### config.mk
export PLATFORM = sky130hd
export DESIGN_NAME = branch_pc_ctrl
export DESIGN_NICKNAME = d
export VERILOG_FILES = /design/src/rtl/br_pkg.sv /design/src/rtl/br_cond_eval.sv /design/src/rtl/branch_pc_ctrl.sv
export SDC_FILE = /design/constraint.sdc
export NUM_CORES = 1
export LEC_CHECK = 0
export CORE_UTILIZATION = 45
export DETAILED_ROUTE_END_ITERATION = 16
export PLACE_DENSITY = 0.71
export SYNTH_ARGS = -nofsm -noshare
export SYNTH_HDL_FRONTEND = slang
export SYNTH_SLANG_ARGS = --single-unit
### constraint.sdc
create_clock -name clock -period 4.2 [get_ports clock]
set_clock_uncertainty 0.15 [all_clocks]
set_input_delay 0.42 -clock clock [delete_from_list [all_inputs] [get_ports clock]]
set_output_delay 0.42 -clock clock [all_outputs]
set_load 0.01 [all_outputs]
### src/rtl/br_pkg.sv
// Shared encodings for the Mini SRC branch unit: branch opcode, C2 condition
// codes, FSM states and the branch-format instruction layout.
package br_pkg;

  localparam logic [4:0] OP_BR = 5'b10010;

  typedef enum logic [1:0] {
    BR_ZR = 2'b00,
    BR_NZ = 2'b01,
    BR_PL = 2'b10,
    BR_MI = 2'b11
  } c2_e;

  typedef enum logic [1:0] {
    IDLE   = 2'b00,
    EVAL   = 2'b01,
    CALC   = 2'b10,
    COMMIT = 2'b11
  } state_e;

  // Branch-format IR: opcode, Ra select, two don't-care bits, C2, C offset.
  typedef struct packed {
    logic [4:0]  opcode;
    logic [3:0]  ra_sel;
    logic [1:0]  rsvd;
    c2_e         c2;
    logic [18:0] c_off;
  } br_ir_t;

endpackage

### src/rtl/br_cond_eval.sv
// Branch condition evaluator: C2 against Ra, purely combinational (0 cycles).
// No flow control; output follows inputs.
module br_cond_eval
  import br_pkg::*;
#(
  parameter int W = 32
) (
  input  logic [1:0]   c2,
  input  logic [W-1:0] ra,
  output logic         cond
);

  always_comb begin
    cond = 1'b0;
    case (c2_e'(c2))
      BR_ZR: cond = (ra == '0);
      BR_NZ: cond = (ra != '0);
      BR_PL: cond = ~ra[W-1];
      BR_MI: cond = ra[W-1];
      default: cond = 1'b0;
    endcase
  end

endmodule

### src/rtl/branch_pc_ctrl.sv
// Branch execution unit and PC owner: 3 cycles start->PC update, start ignored while busy.
// Optional BRANCH_STATS_EN adds saturating branch/taken counters.
module branch_pc_ctrl
  import br_pkg::*;
#(
  parameter int                  PC_WIDTH  = 32,
  parameter int                  OFF_WIDTH = 19,
  parameter logic [PC_WIDTH-1:0] RESET_PC  = '0
) (
  input  logic                clock,
  input  logic                clear,
  input  logic                start,
  input  logic                inc_pc,
  input  logic [31:0]         ir,
  input  logic [PC_WIDTH-1:0] ra_value,
  output logic                busy,
  output logic                done,
  output logic                taken,
  output logic [PC_WIDTH-1:0] pc
`ifdef BRANCH_STATS_EN
  ,
  output logic [15:0]         br_count,
  output logic [15:0]         taken_count
`endif
);

  state_e              state_q, state_d;
  br_ir_t              ir_f;
  logic                is_br;
  logic                cond;
  logic                con_q;
  logic                done_q;
  logic [PC_WIDTH-1:0] pc_q;
  logic [PC_WIDTH-1:0] target_q;
  logic [PC_WIDTH-1:0] off_sext;
  logic                unused_ir;

  assign ir_f      = br_ir_t'(ir);
  assign is_br     = (ir_f.opcode == OP_BR);
  assign off_sext  = {{(PC_WIDTH-OFF_WIDTH){ir[OFF_WIDTH-1]}}, ir[OFF_WIDTH-1:0]};
  assign unused_ir = ^{ir_f.ra_sel, ir_f.rsvd, ir_f.c_off};

  br_cond_eval #(.W(PC_WIDTH)) u_cond (
    .c2   (ir_f.c2),
    .ra   (ra_value),
    .cond (cond)
  );

  always_comb begin
    state_d = state_q;
    case (state_q)
      IDLE:    if (start) state_d = is_br ? EVAL : COMMIT;
      EVAL:    state_d = CALC;
      CALC:    state_d = COMMIT;
      COMMIT:  state_d = IDLE;
      default: state_d = IDLE;
    endcase
  end

  always_ff @(posedge clock or negedge clear) begin
    if (!clear) begin
      state_q  <= IDLE;
      pc_q     <= RESET_PC;
      con_q    <= 1'b0;
      target_q <= '0;
      done_q   <= 1'b0;
    end else begin
      state_q <= state_d;
      done_q  <= (state_q == COMMIT);
      case (state_q)
        IDLE: begin
          // A non-branch opcode skips EVAL, so clear con_q here to keep PC untouched.
          if (start) begin
            if (!is_br) con_q <= 1'b0;
          end else if (inc_pc) begin
            pc_q <= pc_q + PC_WIDTH'(1);
          end
        end
        EVAL:    con_q    <= cond;
        CALC:    target_q <= pc_q + off_sext;
        COMMIT:  if (con_q) pc_q <= target_q;
        default: ;
      endcase
    end
  end

  assign busy  = (state_q != IDLE);
  assign done  = done_q;
  assign taken = con_q;
  assign pc    = pc_q;

`ifdef BRANCH_STATS_EN
  logic is_br_q;

  always_ff @(posedge clock or negedge clear) begin
    if (!clear) begin
      is_br_q     <= 1'b0;
      br_count    <= '0;
      taken_count <= '0;
    end else begin
      if (state_q == IDLE && start) is_br_q <= is_br;
      if (state_q == COMMIT && is_br_q) begin
        if (br_count != 16'hFFFF) br_count <= br_count + 16'd1;
        if (con_q && taken_count != 16'hFFFF) taken_count <= taken_count + 16'd1;
      end
    end
  end
`endif

endmodule

==> results by group, run 1 <==
Timing
  – Hold WS: 0.123 ns
  – RSZ-0062 raised after global routing: false
  – Final slew viol count: 0
  – Tightest Pin Transition: 1.04 ns
  – Tcrit/Tclk final: 80.0%
  – Setup violations, final: 0
  – Highest clock rate: 0.298 GHz
  – Count of final hold-check violations: 0
  – Final TNS setup: 0 ns
  – Rel. slew slack: 30.9%
  – Final worst path period need: 3.36 ns
  – Setup slack after layout: 0.839 ns

Synthesis
  – Cells after synthesis: 611
  – Synth top area share: 33.1%
  – Post-synth EDFFs: 0
  – Post-synth top flop: dfrtp_1
  – YS warnings: 0
  – Synthesized Nets: 716
  – Ranking of synthesized cells by area: dfrtp_1, ha_1, a21oi_1
  – Synthesized area per cell: 8.40 um^2
  – Seq/Total Area, Yosys: 33.1%
  – Yosys cell types: 62
  – Largest area contributor in the netlist: dfrtp_1
  – Post-synth ARST share: 100%
  – Seq cells post-synth: 68
  – Netlist Area Pre-Place: 5130 um^2

Worst setup path
  – Setup crit start kind: input pin
  – FF-to-FF End: target_q[28]$_DFFE_PN0P_
  – Worst Setup EP: target_q[28]$_DFFE_PN0P_
  – Crit-path max FO: 4
  – Reg-to-Reg Start: pc[0]$_DFFE_PN0P_
  – R2R cell count: 10
  – CP Launch Point: ir[0]
  – Crit end category: flop
  – CP required: 4.28 ns
  – WP data arrival: 3.44 ns
  – R2r setup slk: 0.87 ns
  – Setup CP Type: input pin to flop

Global routing
  – Overflow after GRT: 0
  – First-pass GRT wire length: 24.0 mm
  – Largest net degree at the start of global routing: 69
  – Total track usage: 26.3%
  – Vias in the first global route: 5,007
  – Initial antenna violation count: 0

Power
  – Pwr per Cell Area: 839 nW/um^2
  – Peak VDD IR: 303 uV
  – Leakage: 2.69 nW
  – Total power: 5.47 mW

Placement
  – Post-DP HPWL: 10.8 mm
  – Placed cell count: 824
  – Pre-CTS WS: 0.475 ns
  – GP Congestion: 0.895
  – # port buffers: 96
  – Placed cell areas: 6210 um^2

Routing
  – WL per Instance: 17.8 um
  – Initial DRC Count: 471
  – DRT Pass-1 Iters: 5
  – Vias: 5,116
  – Vias/cell: 6.09
  – WL final: 15.0 mm
  – DRC viols: 0
  – Detail Route Antenna Nets: 0

Finish
  – Multi-input logic area: 3240 um^2
  – Cell area after layout: 6520 um^2
  – Reg area: 1700 um^2
  – Final net count: 800
  – Core Util, Final: 59.4%
  – # diodes: 0
  – Fill cells: 970
  – Ratio of cells with drive above 1 in the final layout: 8.14%
  – Finished Layout Cells: 840
  – Area Overhead vs Synth: 27.0%

Floorplanning
  – Io pins: 103
  – Row cnt: 38
  – Vert. Die Dim: 109 um
  – Die X: 109 um
  – Starting density of the core: 46.8%
  – DIE AREA: 11,800 um^2
  – Core area: 11,000 um^2

Clocking
  – Hold buffer count at cts: 0
  – Clk buf depth: 2
  – CTS Buf Count: 9
  – H-tree levels: 3
  – Root buf cell: clkbuf_16
  – Post-CTS sizing: 0
  – TritonCTS clock tree: yes
  – Clock Latency Late Sink: 0.35 ns
  – Post-CTS setup buffer count: 0
  – Clock Sinks: 68
  – Reg clk slew, reported paths: 0.06 ns

Run
  – Max cap viols: 0

Run status
  – Status: finished clean

Min path
  – Hold crit path type: input pin to async pin
==> critical path: stages <==
cell	delay (ns)
clkdlybuf4s50_1	0.41
ha_1	0.23
fa_1	0.40
a21o_1	0.21
a221o_1	0.41
a2111oi_4	0.39
o31a_4	0.21
o21ai_2	0.08
a221oi_2	0.30
nor4b_1	0.08
a211o_1	0.28
==> Yosys cell counts (2+ instances only) <==
| library cell | number |
|---|---|
| clkbuf_1 | 24 |
| nor4b_1 | 2 |
| ha_1 | 36 |
| o21bai_1 | 5 |
| a31oi_1 | 7 |
| o221ai_1 | 3 |
| xor2_1 | 7 |
| o21ai_0 | 49 |
| and4_1 | 2 |
| nand4_1 | 12 |
| a21o_1 | 13 |
| a2bb2oi_1 | 3 |
| mux2i_1 | 6 |
| a41o_1 | 2 |
| a21oi_1 | 80 |
| nor2b_1 | 3 |
| mux2_2 | 23 |
| buf_1 | 5 |
| nand3_1 | 24 |
| o22ai_1 | 11 |
| dfrtp_1 | 68 |
| a22oi_1 | 2 |
| a21o_2 | 2 |
| nor2_1 | 51 |
| a211oi_1 | 2 |
| nor3_1 | 11 |
| xnor2_1 | 20 |
| buf_2 | 2 |
| o31ai_1 | 6 |
| o21a_1 | 2 |
| inv_1 | 21 |
| o22a_1 | 2 |
| nand2b_1 | 2 |
| nor3b_1 | 2 |
| a41oi_1 | 4 |
| nor4_1 | 12 |
| o41ai_1 | 3 |
| and3_1 | 10 |
| o211ai_1 | 2 |
| nand2_1 | 48 |
==> cell type report <==
| type | instances | area share (%) |
|---|---|---|
| clock buffer | 11 | 3.87 |
| clock inverter | 5 | 0.902 |
| inverter | 22 | 1.27 |
| multi-input combinational | 490 | 49.6 |
| sequential | 68 | 26.1 |
| tap | 140 | 2.69 |
| timing repair buffer | 104 | 15.6 |
==> per-layer routing <==
layer | vias up | part of all wire [%] | track usage [%]
met5 | - | 0 | 0
met4 | 0 | 2.6 | 11.9
met3 | 34 | 5.9 | 4.72
met2 | 194 | 48 | 44.5
met1 | 2445 | 44 | 32.4
li1 | 2443 | - | -
==> cell usage in the layout, fill, tap and decap left out, drive strengths merged, types with 15 or more instances in the layout <==
cell,instances
xnor2,20
a21oi,80
dfrtp,68
inv,22
o21ai,51
clkdlybuf4s50,95
nand2,48
ha,36
mux2,23
a21o,15
nand3,24
nor2,51
==> cells by family (layout without fill, tap and decap cells) <==
logic type	Yosys count	after routing	share of synthesized area, %
DFF	68	68	33.1
adders and majority gates	37	37	9.16
and+or+nand+nor	184	184	17.1
AOI/OAI and AO/OA	213	213	25.9
muxes	29	29	6.21
xor gates and xnor gates	27	27	4.61
buffers and inverters	53	142	3.92
==> where the power goes <==
part / internal, mW / total [mW] / switching, mW
clock: 0.493 / 0.804 / 0.310
sequential: 1.01 / 1.40 / 0.388
combinational: 1.51 / 3.27 / 1.76
==> flip-flops by register name, indices dropped and copies added (netlist names) <==
name / cells
pc: 32
target_q: 32
state_q: 2
done: 1
taken: 1
==> worst min-delay path by stage <==
stage / end / start / slack (ns) / depth (start not counted)
4_1_cts: pc[11]$_DFFE_PN0P_ / clear / 0.18 / 2
5_1_grt: pc[10]$_DFFE_PN0P_ / clear / 0.22 / 2
2_1_floorplan: done$_DFF_PN0_ / clear / -0.03 / 0
3_5_place_dp: target_q[12]$_DFFE_PN0P_ / target_q[12]$_DFFE_PN0P_ / 0.33 / 2
6_report: pc[10]$_DFFE_PN0P_ / clear / 0.12 / 2
3_3_place_gp: target_q[12]$_DFFE_PN0P_ / target_q[12]$_DFFE_PN0P_ / 0.32 / 2
(Power assumes the default switching activity.)
==> run 2: changes to the inputs <==
clock period = 3.3 ns   (was 4.2 ns; I/O delays follow)
==> results by group, run 2 (synthesized netlist as in run 1, its figures left out) <==
Finish
  – Ratio of cells with drive above 1 in the final layout: 13.6%
  – Final net count: 842
  – # diodes: 0
  – Core Util, Final: 62.5%
  – Finished Layout Cells: 882
  – Most frequent cells in the layout: clkdlybuf4s50_1, a21oi_1, dfrtp_1
  – Cell area after layout: 6860 um^2
  – Most common cell after layout, fill and taps aside: clkdlybuf4s50_1
  – Area Overhead vs Synth: 33.6%

Worst setup path
  – R2r setup slk: 0.15 ns
  – WP data arrival: 3.24 ns
  – Crit end category: flop
  – R2R cell count: 10
  – Setup CP Type: input pin to flop
  – CP required: 3.37 ns
  – Setup crit start kind: input pin
  – Crit-path max FO: 3

Run status
  – Status: finished clean

Global routing
  – Largest net degree at the start of global routing: 40
  – Vias in the first global route: 4,976
  – First-pass GRT wire length: 24.7 mm
  – Overflow after GRT: 0
  – Initial antenna violation count: 0
  – Total track usage: 27.2%

Clocking
  – Clock Sinks: 68
  – H-tree levels: 3
  – CTS Buf Count: 9
  – Root buf cell: clkbuf_16
  – Reg clk slew, reported paths: 0.06 ns
  – Clock Latency Late Sink: 0.34 ns
  – Clk buf depth: 2
  – TritonCTS clock tree: yes

Routing
  – WL final: 15.5 mm
  – DRC viols: 0
  – Detail Route Antenna Nets: 0
  – DRT Pass-1 Iters: 5
  – Vias: 5,272
  – Initial DRC Count: 455
  – WL per Instance: 17.6 um
  – Vias/cell: 5.98

Placement
  – GP Congestion: 0.906
  – # port buffers: 96
  – Placed cell count: 863
  – Pre-CTS WS: -0.251 ns
  – Placed cell areas: 6500 um^2
  – Post-DP HPWL: 11.4 mm

Timing
  – Setup slack after layout: 0.138 ns
  – Count of final hold-check violations: 0
  – Setup violations, final: 0
  – Final worst path period need: 3.16 ns
  – RSZ-0062 raised after global routing: false
  – Rel. slew slack: 53.8%
  – Tcrit/Tclk final: 95.8%
  – Final slew viol count: 0
  – Highest clock rate: 0.316 GHz
  – Final TNS setup: 0 ns
  – Tightest Pin Transition: 0.692 ns

Floorplanning
  – DIE AREA: 11,800 um^2
  – Row cnt: 38
  – Starting density of the core: 46.8%
  – Core area: 11,000 um^2
  – Vert. Die Dim: 109 um
  – Die X: 109 um
  – Io pins: 103

Power
  – Pwr per Cell Area: 1080 nW/um^2
  – Leakage: 2.90 nW
  – Peak VDD IR: 424 uV

Run
  – Max cap viols: 0

Min path
  – Hold crit path type: input pin to async pin
==> run 2: cell count changes in the layout (fill, tap and decap cells not counted), sizes merged <==
| cell | before | now |
|---|---|---|
| dlygate4sd3 | 0 | 1 |
| clkinvlp | 2 | 1 |
| buf | 9 | 50 |
| clkbuf | 11 | 12 |
==> run 2: path summary, 6_finish.rpt <==
path / start / endpoint
setup / recovery: ir[0] / target_q[28]$_DFFE_PN0P_
hold / removal: clear / pc[9]$_DFFE_PN0P_
setup reg to reg: pc[0]$_DFFE_PN0P_ / target_q[28]$_DFFE_PN0P_
hold reg to reg: target_q[12]$_DFFE_PN0P_ / target_q[12]$_DFFE_PN0P_
max in group asynchronous: clear / pc[30]$_DFFE_PN0P_
min in group clock: target_q[12]$_DFFE_PN0P_ / target_q[12]$_DFFE_PN0P_
==> run 2: cell type report <==
type	count	area, um^2
fill	1003	4120
multi-input combinational	490	3250
sequential	68	1700
timing repair buffer	146	1330
clock buffer	12	267
tap	140	175
inverter	22	82.6
clock inverter	4	55.1
==> run 2: worst max-delay path: stages <==
cell             delay (ns)
clkdlybuf4s50_1        0.41
ha_2                   0.19
fa_2                   0.34
a21o_1                 0.20
a221o_1                0.41
a2111oi_4              0.46
o31a_4                 0.19
o21ai_2                0.07
a221oi_2               0.27
nor4b_1                0.08
a211o_1                0.28
==> run 2: stage by stage <==
stage | power [mW] | hold WS, ns
detailed placement | 6.25 | 0.174
CTS | 7.34 | 0.346
global route | 7.96 | 0.366
finish | 7.41 | 0.328
global placement | 6.14 | 0.169
floorplan | 4.55 | -0.116
==> run 2: repair_timing <==
action | CTS | global route
hold buffers | 1 | 0
resized for setup | 0 | 3
endpoints found under the hold margin | 19 | 0
setup endpoints to repair | 0 | 2
buffers inserted | 0 | 2
==> run 2: power breakdown <==
| group | total [mW] | leakage, nW | switching, mW | internal (mW) |
|---|---|---|---|---|
| Combinational | 4.66 | 1.95 | 2.43 | 2.23 |
| Sequential | 1.71 | 0.797 | 0.422 | 1.28 |
| Clock | 1.04 | 0.155 | 0.387 | 0.651 |
==> run 2: per-layer routing <==
layer / vias up / routed length, um / track usage, %
li1: 2529 / - / -
met1: 2533 / 6830 / 35.3
met2: 186 / 7530 / 46.1
met3: 24 / 829 / 3.41
met4: 0 / 323 / 10.5
met5: - / 0 / 0
==> run 3: changes to the inputs <==
--- a/config.mk
+++ b/config.mk
@@ -9,4 +9,5 @@
 export DETAILED_ROUTE_END_ITERATION = 16
 export PLACE_DENSITY = 0.71
+export SLEW_MARGIN = 15
 export SYNTH_ARGS = -nofsm -noshare
 export SYNTH_HDL_FRONTEND = slang
--- a/constraint.sdc
+++ b/constraint.sdc
@@ -3,3 +3,3 @@
 set_input_delay 0.33 -clock clock [delete_from_list [all_inputs] [get_ports clock]]
 set_output_delay 0.33 -clock clock [all_outputs]
-set_load 0.01 [all_outputs]
+set_load 0.1 [all_outputs]
==> results by group, run 3 (synthesized netlist as in run 1, its figures left out) <==
Finish
  – Ratio of cells with drive above 1 in the final layout: 16.4%
  – Reg area: 1720 um^2
  – Fill cells: 931
  – Finished Layout Cells: 876
  – Most frequent cells in the layout: a21oi_1, clkdlybuf4s50_1, buf_4
  – Most common cell after layout, fill and taps aside: a21oi_1
  – # diodes: 0
  – Multi-input logic area: 3250 um^2
  – Area Overhead vs Synth: 31.8%
  – Final net count: 836
  – Cell area after layout: 6770 um^2

Routing
  – Initial DRC Count: 442
  – WL final: 15.4 mm
  – Vias/cell: 5.89
  – DRT Pass-1 Iters: 5
  – Vias: 5,158
  – DRC viols: 0
  – Detail Route Antenna Nets: 0
  – WL per Instance: 17.6 um

Placement
  – # port buffers: 96
  – Placed cell count: 859
  – Post-DP HPWL: 11.5 mm
  – Placed cell areas: 6480 um^2
  – GP Congestion: 0.945

Timing
  – RSZ-0062 raised after global routing: false
  – Setup violations, final: 0
  – Highest clock rate: 0.313 GHz
  – Rel. slew slack: 34.9%
  – Tcrit/Tclk final: 96.8%
  – Tightest Pin Transition: 0.974 ns
  – Hold WS: -0.00550 ns
  – Final slew viol count: 0
  – Count of final hold-check violations: 4
  – Final worst path period need: 3.19 ns

Worst setup path
  – CP required: 3.37 ns
  – Top delay family on crit path: compound AO/OA/AOI/OAI gates
  – Max stage delay on crit path: 0.51 ns
  – Setup crit start kind: flop
  – Crit end category: flop
  – Reg-to-Reg Start: pc[0]$_DFFE_PN0P_
  – Crit-path cells: ha_4, fa_2, a21o_1, a221o_1, a2111oi_4, o31a_4, o21ai_2, a221oi_2, nor4b_1, a211o_1
  – CP Launch Point: pc[0]$_DFFE_PN0P_
  – Slowest CP cell: dfrtp_4
  – Bufs and invs on worst path: 0
  – WP data arrival: 3.26 ns
  – Setup CP Type: flop to flop
  – Crit-path max FO: 6

Floorplanning
  – Starting density of the core: 46.8%
  – Core area: 11,000 um^2
  – DIE AREA: 11,800 um^2
  – Vert. Die Dim: 109 um
  – Row cnt: 38
  – Die X: 109 um
  – Io pins: 103

Global routing
  – Overflow after GRT: 0
  – First-pass GRT wire length: 25.3 mm
  – Largest net degree at the start of global routing: 42
  – Total track usage: 27.7%
  – Vias in the first global route: 5,097
  – Initial antenna violation count: 0

Clocking
  – Clock Sinks: 68
  – Post-CTS setup buffer count: 0
  – Clock Latency Late Sink: 0.34 ns
  – TritonCTS clock tree: yes
  – Post-CTS sizing: 0
  – Hold buffer count at cts: 0
  – H-tree levels: 3
  – Root buf cell: clkbuf_16
  – Reg clk slew, reported paths: 0.06 ns
  – Clk buf depth: 2
  – CTS Buf Count: 9

Run status
  – Failing checks: negative hold slack
  – Status: complete, but fails checks

Min path
  – Hold crit path type: input pin to async pin

Run
  – Max cap viols: 0
[run 3: cell type report]
| class | count | area share [%] |
|---|---|---|
| Clock buffer | 15 | 4.10 |
| Clock inverter | 1 | 0.111 |
| Inverter | 22 | 1.22 |
| Multi-Input combinational cell | 490 | 48.0 |
| Sequential cell | 68 | 25.3 |
| Tap cell | 140 | 2.59 |
| Timing Repair Buffer | 140 | 18.6 |
[run 3: per-layer routing]
metal	routed length, um	share of wire (%)	GRT usage (%)	vias to the layer above
met3	639	4.2	4.00	28
li1	-	-	-	2523
met5	0	0	0	-
met4	430	2.8	12.1	0
met2	7390	48	45.7	134
met1	6920	45	36.2	2473
[run 3: path summary, 6_finish.rpt]
path | to | slack, ns | cells past startpoint
max | target_q[28]$_DFFE_PN0P_ | 0.11 | 10
max reg2reg | target_q[28]$_DFFE_PN0P_ | 0.11 | 10
min | pc[15]$_DFFE_PN0P_ | -0.006 | 1
max in group asynchronous | pc[4]$_DFFE_PN0P_ | 2.16 | 2
min reg2reg | target_q[12]$_DFFE_PN0P_ | 0.35 | 2
min in group clock | target_q[12]$_DFFE_PN0P_ | 0.35 | 2
[run 3: per-stage QoR]
step | worst slack, ns | setup TNS, ns | hold WS [ns] | utilization [%]
after floorplan | -0.0273 | -0.0273 | -0.116 | -
after global placement | -0.198 | -0.517 | 0.324 | 59.0
after detailed placement | -0.235 | -0.623 | 0.332 | 59.0
after CTS | 0.0174 | 0 | 0.0337 | 61.6
after global routing | 0.00916 | 0 | 0.0640 | 61.6
final | 0.106 | 0 | -0.00550 | 61.6
Power of run 3 is left out: the tool's default activity adds up to more than one toggle a clock period on the data nets, which glitch-free logic cannot reach.
